**config.mk**
```make
export PLATFORM = sky130hd
export DESIGN_NAME = bs_request_sequencer
export DESIGN_NICKNAME = d
export VERILOG_FILES = /design/src/rtl/bs_request_sequencer.sv
export SDC_FILE = /design/constraint.sdc
export NUM_CORES = 1
export LEC_CHECK = 0
export CORE_MARGIN = 5
export CORE_UTILIZATION = 34
export CTS_BUF_LIST = sky130_fd_sc_hd__clkbuf_2
export CTS_CLUSTER_DIAMETER = 120
export DETAILED_ROUTE_END_ITERATION = 12
export GPL_ROUTABILITY_DRIVEN = 0
export HOLD_SLACK_MARGIN = 0.06
export PLACE_DENSITY = 0.53
export SYNTH_ARGS = -nofsm -noshare
export SYNTH_HDL_FRONTEND = slang
export SYNTH_SLANG_ARGS = --single-unit
```
**constraint.sdc**
```tcl
create_clock -name clk -period 13.7 [get_ports clk]
set_input_delay 2.74 -clock clk [delete_from_list [all_inputs] [get_ports clk]]
set_output_delay 2.74 -clock clk [all_outputs]
set_load 0.01 [all_outputs]
```
**src/rtl/bs_request_sequencer.sv**
```systemverilog
// Request sequencer for a fixed-latency option-pricing core.
// Requests are queued in a small FIFO, screened for non-positive operands,
// issued one at a time to the core, and the result is held until accepted.
module bs_request_sequencer #(
   parameter int WIDTH   = 32,
   parameter int DEPTH   = 4,
   parameter int LATENCY = 40,
   parameter int TAG_W   = 4
) (
   input  logic             clk,
   input  logic             reset,
   input  logic             in_valid,
   output logic             in_ready,
   input  logic [TAG_W-1:0] in_tag,
   input  logic [WIDTH-1:0] in_spot,
   input  logic [WIDTH-1:0] in_strike,
   input  logic [WIDTH-1:0] in_timetm,
   input  logic [WIDTH-1:0] in_sigma,
   input  logic [WIDTH-1:0] in_rate,
   input  logic             in_otype,
   output logic             core_start,
   output logic [WIDTH-1:0] core_spot,
   output logic [WIDTH-1:0] core_strike,
   output logic [WIDTH-1:0] core_timetm,
   output logic [WIDTH-1:0] core_sigma,
   output logic [WIDTH-1:0] core_rate,
   output logic             core_otype,
   input  logic [WIDTH-1:0] core_price,
   output logic             out_valid,
   input  logic             out_ready,
   output logic [TAG_W-1:0] out_tag,
   output logic [WIDTH-1:0] out_price,
   output logic             out_err,
   output logic             busy
);

   localparam int AW = (DEPTH > 1) ? $clog2(DEPTH) : 1;
   localparam int CW = $clog2(DEPTH + 1);
   localparam int LW = (LATENCY > 1) ? $clog2(LATENCY) : 1;

   // FIFO entry layout: {tag, spot, strike, timetm, sigma, rate, otype}
   localparam int O_OT   = 0;
   localparam int O_RATE = 1;
   localparam int O_SIG  = 1 + WIDTH;
   localparam int O_TM   = 1 + 2 * WIDTH;
   localparam int O_STK  = 1 + 3 * WIDTH;
   localparam int O_SPOT = 1 + 4 * WIDTH;
   localparam int O_TAG  = 1 + 5 * WIDTH;
   localparam int EW     = 1 + 5 * WIDTH + TAG_W;

   typedef enum logic [1:0] {
      S_IDLE  = 2'd0,
      S_ISSUE = 2'd1,
      S_WAIT  = 2'd2,
      S_OUT   = 2'd3
   } state_t;

   state_t state, state_next;

   logic [EW-1:0]    mem [DEPTH];
   logic [AW-1:0]    wr_ptr, rd_ptr;
   logic [CW-1:0]    count;
   logic             ready_en;
   logic [LW-1:0]    lat_cnt;
   logic             push, pop, reject;
   logic [EW-1:0]    head;

   logic [WIDTH-1:0] hold_spot, hold_strike, hold_timetm, hold_sigma, hold_rate;
   logic             hold_otype;

   assign in_ready = ready_en && (count != CW'(DEPTH));
   assign push     = in_valid && in_ready;
   assign pop      = (state == S_IDLE) && (count != '0);
   assign head     = mem[rd_ptr];

   // A value is non-positive if its sign bit is set or it is exactly zero.
   assign reject = head[O_SPOT + WIDTH - 1] || (head[O_SPOT +: WIDTH] == '0) ||
                   head[O_STK  + WIDTH - 1] || (head[O_STK  +: WIDTH] == '0) ||
                   head[O_TM   + WIDTH - 1] || (head[O_TM   +: WIDTH] == '0) ||
                   head[O_SIG  + WIDTH - 1] || (head[O_SIG  +: WIDTH] == '0);

   assign core_spot   = hold_spot;
   assign core_strike = hold_strike;
   assign core_timetm = hold_timetm;
   assign core_sigma  = hold_sigma;
   assign core_rate   = hold_rate;
   assign core_otype  = hold_otype;
   assign busy        = (state != S_IDLE) || (count != '0);

   // FIFO storage write; contents need no reset since count gates every read.
   always_ff @(posedge clk) begin
      if (push) begin
         mem[wr_ptr] <= {in_tag, in_spot, in_strike, in_timetm, in_sigma, in_rate, in_otype};
      end
   end

   // FIFO pointers, occupancy and the post-reset ready enable.
   always_ff @(posedge clk or negedge reset) begin
      if (!reset) begin
         wr_ptr   <= '0;
         rd_ptr   <= '0;
         count    <= '0;
         ready_en <= 1'b0;
      end else begin
         ready_en <= 1'b1;
         if (push) wr_ptr <= (wr_ptr == AW'(DEPTH - 1)) ? '0 : wr_ptr + 1'b1;
         if (pop)  rd_ptr <= (rd_ptr == AW'(DEPTH - 1)) ? '0 : rd_ptr + 1'b1;
         case ({push, pop})
            2'b10:   count <= count + 1'b1;
            2'b01:   count <= count - 1'b1;
            default: count <= count;
         endcase
      end
   end

   // FSM state register.
   always_ff @(posedge clk or negedge reset) begin
      if (!reset) state <= S_IDLE;
      else        state <= state_next;
   end

   // FSM next-state and strobe outputs.
   always_comb begin
      state_next = state;
      core_start = 1'b0;
      out_valid  = 1'b0;
      unique case (state)
         S_IDLE:  if (pop) state_next = reject ? S_OUT : S_ISSUE;
         S_ISSUE: begin
            core_start = 1'b1;
            state_next = S_WAIT;
         end
         S_WAIT:  if (lat_cnt == '0) state_next = S_OUT;
         S_OUT:   begin
            out_valid = 1'b1;
            if (out_ready) state_next = S_IDLE;
         end
         default: state_next = S_IDLE;
      endcase
   end

   // Operand holding registers, latency counter and result registers.
   always_ff @(posedge clk or negedge reset) begin
      if (!reset) begin
         hold_spot   <= '0;
         hold_strike <= '0;
         hold_timetm <= '0;
         hold_sigma  <= '0;
         hold_rate   <= '0;
         hold_otype  <= 1'b0;
         lat_cnt     <= '0;
         out_tag     <= '0;
         out_price   <= '0;
         out_err     <= 1'b0;
      end else begin
         if (pop) begin
            hold_spot   <= head[O_SPOT +: WIDTH];
            hold_strike <= head[O_STK  +: WIDTH];
            hold_timetm <= head[O_TM   +: WIDTH];
            hold_sigma  <= head[O_SIG  +: WIDTH];
            hold_rate   <= head[O_RATE +: WIDTH];
            hold_otype  <= head[O_OT];
            out_tag     <= head[O_TAG  +: TAG_W];
            if (reject) begin
               out_price <= '0;
               out_err   <= 1'b1;
            end
         end
         if (state == S_ISSUE) begin
            lat_cnt <= LW'(LATENCY - 1);
         end else if (state == S_WAIT) begin
            if (lat_cnt == '0) begin
               out_price <= core_price;
               out_err   <= 1'b0;
            end else begin
               lat_cnt <= lat_cnt - 1'b1;
            end
         end
      end
   end

endmodule

```
### After elaboration in Yosys (flattened, before gate mapping)

Memories as Yosys holds them, arrays and structs flattened.
Cells that the tools add are included.

* register bits after elaboration: 214
* memory bits (writable): 660
* input bits: 201
* output and inout port bits: 202
* word-level logic and storage cells: 81
* memories: 1

* add/subtract/negate cells: 5
* equal/unequal tests: 12
* multiplexer cells: 25
* reduce and logical (&&, ||, !) cells: 23

Memories
* mem: depth 4, bits a word 165, rd ports 1, clocked after memory_dff 0, write ports 1, RTL line 60 `logic [EW-1:0] mem [DEPTH];`

Operators with widths (count)
* $mux W32: 5
* $logic_not A32 Y1: 4
* $mux W6: 3
* $mux W2: 6
* $eq A2 B2 Y1 const B: 5
* $mux W1: 9
* $logic_or A1 B1 Y1: 8
* $pmux W2 S4: 1
* $logic_not A6 Y1: 1
* $ne A2 B2 Y1 const B: 3
* $pmux W3 S2: 1
* $reduce_bool A2 Y1: 3
* $sub A6 B1 Y6 const B: 1
* $add A2 B1 Y2 const B: 2
* $eq A2 B1 Y1 const B: 2
* $add A3 B1 Y3 const B: 1
* $logic_and A1 B1 Y1: 3
* $ne A3 B3 Y1 const B: 1
* $reduce_and A3 Y1: 1
* $reduce_bool A3 Y1: 1
* $sub A3 B1 Y3 const B: 1
* $logic_not A2 Y1: 1
* $ne A2 B1 Y1 const B: 1
* $reduce_and A2 Y1: 1

### Longest topological paths before layout

Gate-level depths: netlist of the first run.
An unclocked memory read counts as a cell.

* depth after elaboration: 14
* gate-level depth with buffers: 12

### Worst setup path after synthesis of the first run

No wires, ideal clock.

* kind: input to register
* start point: in in_valid
* end point: mem mem[0][0] (netlist name) (enable)
* setup time: 0.546 ns
* arrival: 6.552 ns
* path slack: 6.602 ns
* stages: 1
* cell sequence: and3_1

* cells in the longest elaborated chain, start to end: 3

RTL lines
* from (decl): RTL line 12 `input logic in_valid,`
* $logic_and A1 B1 Y1: RTL line 72 `assign push = in_valid && in_ready;`
* $mux W1: RTL line 92 `if (push) begin`
* $mux W1 (implied by the code): RTL line 93 `mem[wr_ptr] <= {in_tag, in_spot, in_strike, in_timetm, in_sigma, in_rate, in_otype};`
* to (decl): RTL line 60

Every way passes these cells.

### Worst setup path after layout of the first run

* start point: reg count[0]
* end point: out in_ready

* cells in the longest elaborated chain, start to end: 2

RTL lines
* from (decl): RTL line 62 `logic [CW-1:0] count;`
* from (signal assigned): RTL line 109 `2'b10: count <= count + 1'b1;`
* from (signal assigned): RTL line 110 `2'b01: count <= count - 1'b1;`
* from (signal assigned): RTL line 111 `default: count <= count;`
* $ne A3 B3 Y1: RTL line 71 `assign in_ready = ready_en && (count != CW'(DEPTH));`
* $logic_and A1 B1 Y1: RTL line 71
* to (decl): RTL line 13 `output logic in_ready,`

Every way passes these cells.

==> results of run 1 <==
==> registers in the layout, summed over array words and instances (netlist names) <==
register     cells
count            3
out_tag          4
core_timetm     32
core_strike     32
wr_ptr           2
core_sigma      32
state            2
core_spot       32
out_err          1
core_otype       1
ready_en         1
mem            660
out_price       32
core_rate       32
rd_ptr           2
lat_cnt          6
==> kinds of logic after synthesis <==
group | count (synthesis)
flip-flops | 874
AND/OR/NAND/NOR | 572
multiplexers | 166
buffers and inverters | 94
AO/OA/AOI/OAI | 52
adder cells (fa/ha/maj) | 12
XOR/XNOR | 5
other | 1
==> synthesized netlist by cell type (all sizes together) (4+ instances only) <==
cell and count:
nand4 8, nor4 35, a22o 32, edfxtp 660, ha 11, nand2 506, nor2 7, buf 29
and3 4, inv 13, dfrtp 214, o21ai 7, mux4 165, clkbuf 52
==> worst reg2reg max path: cells and delay by family (launching register included) <==
family,cells,cell delay (ns)
AOI/OAI and AO/OA,2,0.37
buffers and inverters,3,1.66
DFF,1,0.83
muxes,1,0.50
and+or+nand+nor,3,1.19
==> per-stage QoR <==
step                      hold slack (ns)  total power [µW]  utilization  cell area (µm²)  std cells
after CTS                           0.486              8050        0.420            39800       3798
after detailed placement            0.463              6280        0.398            37700       3383
after floorplan                     0.464              5110            -            32300       1776
final                               0.483              7880        0.420            39800       3803
after global placement              0.459              6240        0.398            37700       3383
after global routing                0.508              8380        0.420            39800       3801
==> final timing paths <==
check                      slack, ns                        end  depth (start not counted)                 startpoint
min reg2reg                     0.48  core_spot[21]$_DFFE_PN0P_                          2  core_spot[21]$_DFFE_PN0P_
max reg2reg                     9.00    out_price[10]$_DFF_PN0_                          9      rd_ptr[1]$_DFFE_PN0P_
min                             0.48  core_spot[21]$_DFFE_PN0P_                          2  core_spot[21]$_DFFE_PN0P_
min in group asynchronous       1.29   core_rate[1]$_DFFE_PN0P_                          1                      reset
max                             7.93                   in_ready                          3       count[0]$_DFFE_PN0P_
max in group asynchronous      10.86    out_price[14]$_DFF_PN0_                          2                      reset
==> placed cells by master (no fill, tap or decap), types with 2 or more instances in the layout <==
cell type / instances
nand2_1: 506
inv_1: 12
mux4_2: 165
nand4_1: 8
clkbuf_2: 304
xor2_1: 2
dfrtp_1: 212
and3_4: 4
clkdlybuf4s50_1: 401
nor3_1: 3
nor2_1: 6
clkinvlp_4: 4
nor3b_1: 3
edfxtp_1: 660
o21ai_0: 4
buf_4: 21
inv_6: 4
clkinv_1: 77
clkinv_4: 3
a21o_1: 2
nor4_1: 34
a21oi_1: 3
diode_2: 5
inv_8: 3
xnor2_1: 3
ha_1: 11
dfrtp_4: 2
a22o_1: 32
o31ai_1: 3
clkinv_2: 19
o21ai_1: 2
==> area by class of cell <==
class / count / area share
inverter: 13 / 0.00135
clock buffer: 304 / 0.0382
timing repair buffer: 423 / 0.105
antenna: 5 / 0.000314
tap: 1265 / 0.0398
clock inverter: 111 / 0.0137
sequential: 874 / 0.633
multi-input combinational: 808 / 0.169
==> power by group through the flow <==
| stage | clock, µW | combinational (µW) | sequential, µW |
|---|---|---|---|
| final | 1730 | 2500 | 3650 |
| after global routing | 1950 | 2720 | 3710 |
| after CTS | 1810 | 2570 | 3670 |
| after detailed placement | 0 | 2560 | 3730 |
| after global placement | 0 | 2530 | 3710 |
| after floorplan | 0 | 1410 | 3700 |
==> per-layer routing <==
layer  vias to the layer above  routed length, µm  share of wire
li1                       8031                  -              -
met3                       140               5020          0.058
met1                      9223              34600           0.40
met2                       533              44000           0.51
met4                        12               2340          0.027
met5                         -                 70        0.00081
==> flow_metrics.env, run 1 <==
export IMPL_syn_area_per_cell_um2=18.2
export IMPL_synth_top_cell_by_area="edfxtp_1"
export IMPL_die_area_um2=101000
export IMPL_syn_nets=1989
export IMPL_cellLeakagePower_uw=0.0147
export IMPL_multi_input_area_um2=6720
export IMPL_critPathKind="register to output pin"
export IMPL_worstPathCellList="inv_1, a31oi_1, clkdlybuf4s50_1"
export IMPL_clock_skew_ns=0.0996
export IMPL_ctsLongestPathBuffers=3
export IMPL_synth_compound_area_share=0.0136
export IMPL_synth_ff_type="edfxtp_1"
export IMPL_tightest_slew_ns=1.09
export IMPL_vias=17900
export IMPL_setup_tns_ns=0
export IMPL_status="finished, final reports clean"
export IMPL_grt_overflow=0
export IMPL_start_kind="register"
export IMPL_grtUsageMet3=0.0430
export IMPL_synth_distinct_cells=42
export IMPL_synth_edff_count=660
export IMPL_ys_ff_latch=874
export IMPL_antenna_found_initial=15
export IMPL_antenna_left=0
export IMPL_dr_pass1_iters=5
export IMPL_portBuffers=402
export IMPL_use_met1=0.207
export IMPL_post_drt_wl_per_cell_um=22.6
export IMPL_grt_pass1_wl_um=126000
export IMPL_drive_gt1_frac=0.213
export IMPL_cts_sinks=874
export IMPL_dpl_hpwl_um=55900
export IMPL_period_share=0.421
export IMPL_ys_warn_count=0
export IMPL_htreeDepth=4
export IMPL_worstHoldPathType="register to register"
export IMPL_cts_buffers=217
export IMPL_async_flop_share=0.245
export IMPL_peakVddDrop_v=0.000103
export IMPL_hold_viol_final=0
export IMPL_pwr_share_comb=0.317
export IMPL_initial_core_util=0.341
export IMPL_use_met2=0.283
export IMPL_power_switching_uw=2760
export IMPL_power_density_nw_per_um2=198
export IMPL_postCtsHoldBufs=0
export IMPL_clkTransAtPathRegs_ns=0.09
export IMPL_max_slew_margin=0.276
export IMPL_setup_viol=0
export IMPL_crit_path_top_delay_cell="clkdlybuf4s50_1"
export IMPL_synth_top_area_frac=0.613
export IMPL_place_ws_ns=8.17
export IMPL_drt_iter0_drc=1129
export IMPL_fin_crit_ns=5.77
export IMPL_netlist_top_cells_area="edfxtp_1 61%, dfrtp_1 17%, mux4_2 12%"
export IMPL_via_per_inst=4.72
export IMPL_grt_max_degree=89
export IMPL_internal_power_uw=5120
export IMPL_die_w_um=318
export IMPL_num_fill_cells=8707
export IMPL_critPathMaxStageDelay_ns=0.69
export IMPL_die_height_um=318
export IMPL_worst_ep_arrival_time_ns=3.03
export IMPL_crit_fanout=6
export IMPL_cap_viol_max_count=0
export IMPL_sequentialPowerShare=0.463
export IMPL_synth_adder_area_share=0.00488
export IMPL_num_io_pins=403
export IMPL_core_um2=94700
export IMPL_rsz0062_at_grt="no"
export IMPL_worst_ep_required_time_ns=10.96
export IMPL_p_clk_frac=0.220
export IMPL_synth_mux_area_frac=0.115
export IMPL_synth_top_family_by_area="multiplexers"
export IMPL_nNetsFinal=2550
export IMPL_track_usage=0.167
export IMPL_max_freq_ghz=0.173
export IMPL_wl_um=86000
export IMPL_drc=0
export IMPL_top_usage_layer="met2"
export IMPL_finalWorstSetupSlack_ns=7.93
export IMPL_post_cts_buffers=0
export IMPL_synthToLayoutAreaGrowth_pct=23.2
export IMPL_synthCells=1776
export IMPL_cp_top_family="buffers and inverters"
export IMPL_regArea_um2=25200
export IMPL_p_sw_frac=0.350
export IMPL_cp_buffers_inverters=2
export IMPL_cts_tree="yes"
export IMPL_grt_pass1_vias=19300
export IMPL_ys_seq_area_frac=0.779
export IMPL_netlist_area_um2=32300
export IMPL_slew_viol_final=0
export IMPL_critPathCaptureType="output pin"
export IMPL_cts_repair_resized=0
export IMPL_synthXorXnorAreaFrac=0.00136
export IMPL_rows=113
export IMPL_clock_latency_ns=1.45
export IMPL_cts_root_buf="clkbuf_2"
export IMPL_synth_simple_area_share=0.0716
Power figures use the tool's default switching activity.
==> run 2, diff against run 1 <==
Settings changed: PLACE_DENSITY 0.53 to 0.55.
Clock period 13.7 ns to 4.7 ns, I/O delays scaled along.
==> run 2 against run 1 <==
Die area is the same. Critical path depth is the same. First-iteration DRC count grew 0.71%. Total power grew to 2.9 times the previous value. Critical path type unchanged. Critical endpoint unchanged.
==> flow_metrics.env, run 2 (synthesis gave the netlist of run 1 again) <==
export IMPL_setup_tns_ns=0
export IMPL_fin_crit_ns=3.98
export IMPL_ff2ff_setup_slack_ns=0.99
export IMPL_die_area_um2=101000
export IMPL_vias=18900
export IMPL_peakVddDrop_v=0.000253
export IMPL_ctsLongestPathBuffers=3
export IMPL_whs_path_depth=4
export IMPL_drive_gt1_frac=0.209
export IMPL_num_io_pins=403
export IMPL_p_clk_frac=0.216
export IMPL_post_drt_wl_per_cell_um=21.7
export IMPL_period_share=0.847
export IMPL_initial_core_util=0.341
export IMPL_grt_max_degree=83
export IMPL_wl_um=87300
export IMPL_worst_ep_arrival_time_ns=3.04
export IMPL_sequentialPowerShare=0.454
export IMPL_grt_pass1_wl_um=131000
export IMPL_via_per_inst=4.69
export IMPL_start_kind="register"
export IMPL_cts_buffers=218
export IMPL_rows=113
export IMPL_cp_top_family="buffers and inverters"
export IMPL_whs_endpoint="state[0]$_DFFE_PN0P_"
export IMPL_p_sw_frac=0.344
export IMPL_place_ws_ns=1.00
export IMPL_clkTransAtPathRegs_ns=0.08
export IMPL_nNetsFinal=2768
export IMPL_worstPathCellList="inv_1, a31oi_1, clkdlybuf4s50_1"
export IMPL_status="finished, final reports clean"
export IMPL_power_switching_uw=7980
export IMPL_reg2reg_from="rd_ptr[0]$_DFFE_PN0P_"
export IMPL_power_density_nw_per_um2=550
export IMPL_internal_power_uw=15200
export IMPL_setup_viol=0
export IMPL_rsz0062_at_grt="no"
export IMPL_max_freq_ghz=0.251
export IMPL_pwr_share_comb=0.330
export IMPL_drc=0
export IMPL_htreeDepth=4
export IMPL_regToRegEndpoint="out_price[15]$_DFF_PN0_"
export IMPL_worst_ep_required_time_ns=3.76
export IMPL_hp_start="out_ready"
export IMPL_largest_reg_flops=660
export IMPL_crit_fanout=6
export IMPL_die_w_um=318
export IMPL_synthToLayoutAreaGrowth_pct=30.3
export IMPL_critPathKind="register to output pin"
export IMPL_cts_root_buf="clkbuf_2"
export IMPL_final_cells=4030
export IMPL_tightest_slew_ns=0.866
export IMPL_grt_pass1_vias=20400
export IMPL_cts_sinks=874
export IMPL_top_register="mem"
export IMPL_critPathMaxStageDelay_ns=0.67
export IMPL_cts_repair_resized=0
export IMPL_rr_worst_depth=9
export IMPL_slew_viol_final=0
export IMPL_layout_commonest_cell="edfxtp_1"
export IMPL_cp_buffers_inverters=2
export IMPL_cts_tree="yes"
export IMPL_num_fill_cells=8437
export IMPL_finalWorstSetupSlack_ns=0.718
export IMPL_place_inst=3400
export IMPL_crit_path_top_delay_cell="clkdlybuf4s50_1"
export IMPL_grt_overflow=0
export IMPL_track_usage=0.171
export IMPL_worstHoldPathType="primary input to register"
export IMPL_dr_pass1_iters=5
export IMPL_fin_util=0.444
export IMPL_antenna_found_initial=23
export IMPL_clock_latency_ns=1.43
export IMPL_portBuffers=402
export IMPL_core_um2=94700
export IMPL_die_height_um=318
export IMPL_drt_iter0_drc=1137
export IMPL_cellLeakagePower_uw=0.0157
export IMPL_finalPower_uw=23200
export IMPL_antenna_left=0
export IMPL_clock_skew_ns=0.116
export IMPL_dpl_hpwl_um=56200
export IMPL_hold_viol_final=0
export IMPL_final_cell_mix="660 x edfxtp_1, 506 x nand2_1, 401 x clkdlybuf4s50_1"
export IMPL_max_slew_margin=0.423
export IMPL_cap_viol_max_count=0
export IMPL_critPathCaptureType="output pin"
-- run 2: changes by cell type in the layout (fill, tap and decap cells not counted), moves of 2 or more --
cell	previous run	this run
clkinv_1	77	62
clkinvlp_4	4	2
dlygate4sd3_1	0	199
buf_4	21	25
buf_12	0	13
clkbuf_2	304	334
diode_2	5	14
clkinv_2	19	8
inv_8	3	0
inv_2	0	3
-- run 2: cell type report --
type / instances / area [µm²] / area share
well taps: 1265 / 1580 / 0.0376
diodes: 14 / 35.0 / 0.000832
repair buffers: 640 / 6500 / 0.154
clock buffers: 334 / 1670 / 0.0397
clock inverters: 82 / 360 / 0.00856
flip-flops and latches: 874 / 25200 / 0.598
multi-input cells: 808 / 6720 / 0.160
inverters: 13 / 53.8 / 0.00128
-- run 2: per-stage QoR --
step           hold WS [ns]  instance area (µm²)
6_report              0.397                42100
5_1_grt               0.239                42100
4_1_cts               0.105                42100
3_5_place_dp          0.461                38000
3_3_place_gp          0.457                38000
2_1_floorplan         0.464                32300
-- run 2: routing by layer --
layer  vias up  track usage  wire (µm)
met5         -            0         74
met1      9668        0.212      35600
li1       8498            -          -
met2       579        0.291      44200
met3       151       0.0441       4800
met4        12       0.0661       2570
-- run 2: worst max-delay path by stage --
stage / start / endpoint / slack (ns) / depth (start not counted)
after floorplan: count[0]$_DFFE_PN0P_ / mem[0][0]$_DFFE_PP_ / 1.27 / 3
after global placement: rd_ptr[0]$_DFFE_PN0P_ / out_price[21]$_DFF_PN0_ / 1.05 / 9
after detailed placement: rd_ptr[0]$_DFFE_PN0P_ / out_price[2]$_DFF_PN0_ / 1.00 / 9
after CTS: count[0]$_DFFE_PN0P_ / in_ready / 0.40 / 3
after global routing: count[0]$_DFFE_PN0P_ / in_ready / 0.42 / 3
final: count[0]$_DFFE_PN0P_ / in_ready / 0.72 / 3
-- run 2: repair_timing --
item                                   CTS  global route
hold buffers                           200             0
buffers inserted                         0             0
endpoints found under the hold margin  845             0
-- run 2: tightest hold or removal path: stages --
cell,delay [ns]
clkdlybuf4s50_1,0.39
nand2b_1,0.14
nand3_1,0.16
o21ai_1,0.09
-- run 2: power groups by stage --
stage / Clock, µW / Combinational (µW) / Sequential, µW
4_1_cts: 5270 / 7850 / 10500
3_3_place_gp: 0 / 7570 / 10700
3_5_place_dp: 0 / 7670 / 10700
2_1_floorplan: 0 / 4110 / 10700
5_1_grt: 5700 / 8330 / 10600
6_report: 5000 / 7660 / 10500
==> run 3, diff against run 2 <==
Settings changed: PLACE_DENSITY 0.55 to 0.53.
Clock period 4.7 ns to 4.05 ns, I/O delays scaled along.
==> run 3 against run 2 <==
Via count fell by 1.4%. Largest cell class unchanged. Utilization rose by 0.29 points. Clock skew fell by 0.0027 ns. Critical endpoint unchanged. Non-clock buffer count rose by 5. Critical path depth did not move. Highest routed layer unchanged.
==> flow_metrics.env, run 3 (synthesis gave the netlist of run 1 again) <==
export IMPL_status="finished, final reports clean"
export IMPL_setup_viol=0
export IMPL_cts_sinks=874
export IMPL_sequentialPowerShare=0.452
export IMPL_internal_power_uw=17900
export IMPL_largest_reg_flops=660
export IMPL_critPathMaxStageDelay_ns=0.64
export IMPL_layout_commonest_cell="edfxtp_1"
export IMPL_pwr_share_comb=0.328
export IMPL_drc=0
export IMPL_crit_start="count[0]$_DFFE_PN0P_"
export IMPL_clock_skew_ns=0.114
export IMPL_synthToLayoutAreaGrowth_pct=31.2
export IMPL_critPathKind="register to output pin"
export IMPL_start_kind="register"
export IMPL_ctsLongestPathBuffers=3
export IMPL_final_cell_mix="660 x edfxtp_1, 506 x nand2_1, 401 x clkdlybuf4s50_1"
export IMPL_dr_pass1_iters=5
export IMPL_max_slew_margin=0.292
export IMPL_crit_fanout=6
export IMPL_die_area_um2=101000
export IMPL_portBuffers=402
export IMPL_final_cells=4031
export IMPL_grt_max_degree=169
export IMPL_cts_tree="yes"
export IMPL_cp_top_family="buffers and inverters"
export IMPL_wl_um=87200
export IMPL_cts_buffers=217
export IMPL_initial_core_util=0.341
export IMPL_p_sw_frac=0.341
export IMPL_die_w_um=318
export IMPL_regArea_um2=25200
export IMPL_clock_latency_ns=1.43
export IMPL_holdWs_ns=0.480
export IMPL_worst_ep_arrival_time_ns=2.89
export IMPL_drive_gt1_frac=0.216
export IMPL_rsz0062_at_grt="no"
export IMPL_post_drt_wl_per_cell_um=21.6
export IMPL_die_height_um=318
export IMPL_rr_worst_depth=8
export IMPL_setup_tns_ns=0
export IMPL_hold_viol_final=0
export IMPL_crit_path_end="in_ready"
export IMPL_num_io_pins=403
export IMPL_grt_pass1_vias=20400
export IMPL_power_switching_uw=9270
export IMPL_regToRegEndpoint="out_price[2]$_DFF_PN0_"
export IMPL_via_per_inst=4.63
export IMPL_crit_cells=3
export IMPL_grt_pass1_wl_um=131000
export IMPL_ff2ff_setup_slack_ns=0.37
export IMPL_nNetsFinal=2772
export IMPL_core_um2=94700
export IMPL_clkTransAtPathRegs_ns=0.09
export IMPL_multi_input_area_um2=6730
export IMPL_cellLeakagePower_uw=0.0158
export IMPL_dpl_hpwl_um=56600
export IMPL_cap_viol_max_count=0
export IMPL_worstPathCellList="inv_1, a31oi_2, clkdlybuf4s50_1"
export IMPL_peakVddDrop_v=0.000561
export IMPL_cts_root_buf="clkbuf_2"
export IMPL_max_freq_ghz=0.271
export IMPL_worst_ep_required_time_ns=3.24
export IMPL_htreeDepth=4
export IMPL_cp_buffers_inverters=2
export IMPL_slew_viol_final=0
export IMPL_antenna_left=0
export IMPL_top_register="mem"
export IMPL_fin_crit_ns=3.70
export IMPL_crit_path_top_delay_cell="clkdlybuf4s50_1"
export IMPL_antenna_found_initial=15
export IMPL_place_inst=3403
export IMPL_power_density_nw_per_um2=640
export IMPL_drt_iter0_drc=1036
export IMPL_post_cts_buffers=0
export IMPL_p_clk_frac=0.221
export IMPL_tightest_slew_ns=1.06
export IMPL_vias=18600
export IMPL_rows=113
export IMPL_worstHoldPathType="register to register"
export IMPL_num_fill_cells=8490
export IMPL_grt_overflow=0
export IMPL_track_usage=0.172
export IMPL_period_share=0.913
export IMPL_reg2reg_from="rd_ptr[0]$_DFFE_PN0P_"
export IMPL_critPathCaptureType="output pin"
-- run 3: changes by cell type in the layout (fill, tap and decap cells not counted), moves of 3 or more --
cell | previous run | this run
clkbuf_2 | 334 | 340
buf_12 | 13 | 26
clkinv_1 | 62 | 45
buf_4 | 25 | 15
clkinv_2 | 8 | 12
inv_6 | 4 | 7
-- run 3: area by class of cell --
class                   count  area share
diodes                     12    0.000709
clock inverters            74     0.00939
inverters                  13     0.00127
multi-input cells         808       0.159
repair buffers            645       0.158
clock buffers             340      0.0401
well taps                1265      0.0373
flip-flops and latches    874       0.594
-- run 3: metal layers --
metal	global-route usage	wire [µm]	vias to the layer above
li1	-	-	8503
met1	0.215	35900	9479
met2	0.288	44000	494
met3	0.0447	4430	167
met4	0.0677	2860	6
met5	0	40	-
-- run 3: worst min-delay path by stage --
stage	end	startpoint	depth (start not counted)	slack, ns
floorplan	count[2]$_DFFE_PN0P_	count[2]$_DFFE_PN0P_	1	0.46
finish	core_rate[30]$_DFFE_PN0P_	core_rate[30]$_DFFE_PN0P_	2	0.48
global route	core_rate[6]$_DFFE_PN0P_	reset	4	0.35
detailed placement	core_sigma[11]$_DFFE_PN0P_	core_sigma[11]$_DFFE_PN0P_	2	0.46
CTS	core_rate[6]$_DFFE_PN0P_	reset	4	0.26
global placement	core_rate[19]$_DFFE_PN0P_	core_rate[19]$_DFFE_PN0P_	2	0.46
-- run 3: through the flow --
step | worst slack [ns] | power [µW] | instance area (µm²) | util
after global routing | 0.0372 | 29000 | 42400 | 0.447
after detailed placement | 0.277 | 21500 | 38200 | 0.403
final | 0.354 | 27100 | 42400 | 0.447
after global placement | 0.362 | 21300 | 38200 | 0.403
after floorplan | 0.624 | 17200 | 32300 | -
after CTS | 0.0420 | 27800 | 42400 | 0.447
-- run 3: worst register-to-register path: stages, from the launching register on --
cell	delay, ns
dfrtp_4	0.81
buf_12	0.32
mux4_2	0.61
nor4_1	0.50
nand4_1	0.27
nor2_2	0.39
o41ai_4	0.13
buf_4	0.26
a22o_1	0.25
-- run 3: timing repair --
| item | in CTS | in global routing |
|---|---|---|
| hold endpoints to repair | 910 | 0 |
| hold buffers | 202 | 0 |
| endpoints found under the setup margin | 2 | 0 |
| gates resized for setup | 3 | 0 |
-- run 3: power by group through the flow --
stage / combinational (µW) / clock (µW) / sequential, µW
after floorplan: 4770 / 0 / 12500
after global placement: 8840 / 0 / 12500
after detailed placement: 8940 / 0 / 12500
after CTS: 9160 / 6280 / 12300
after global routing: 9750 / 6770 / 12400
final: 8890 / 5990 / 12300
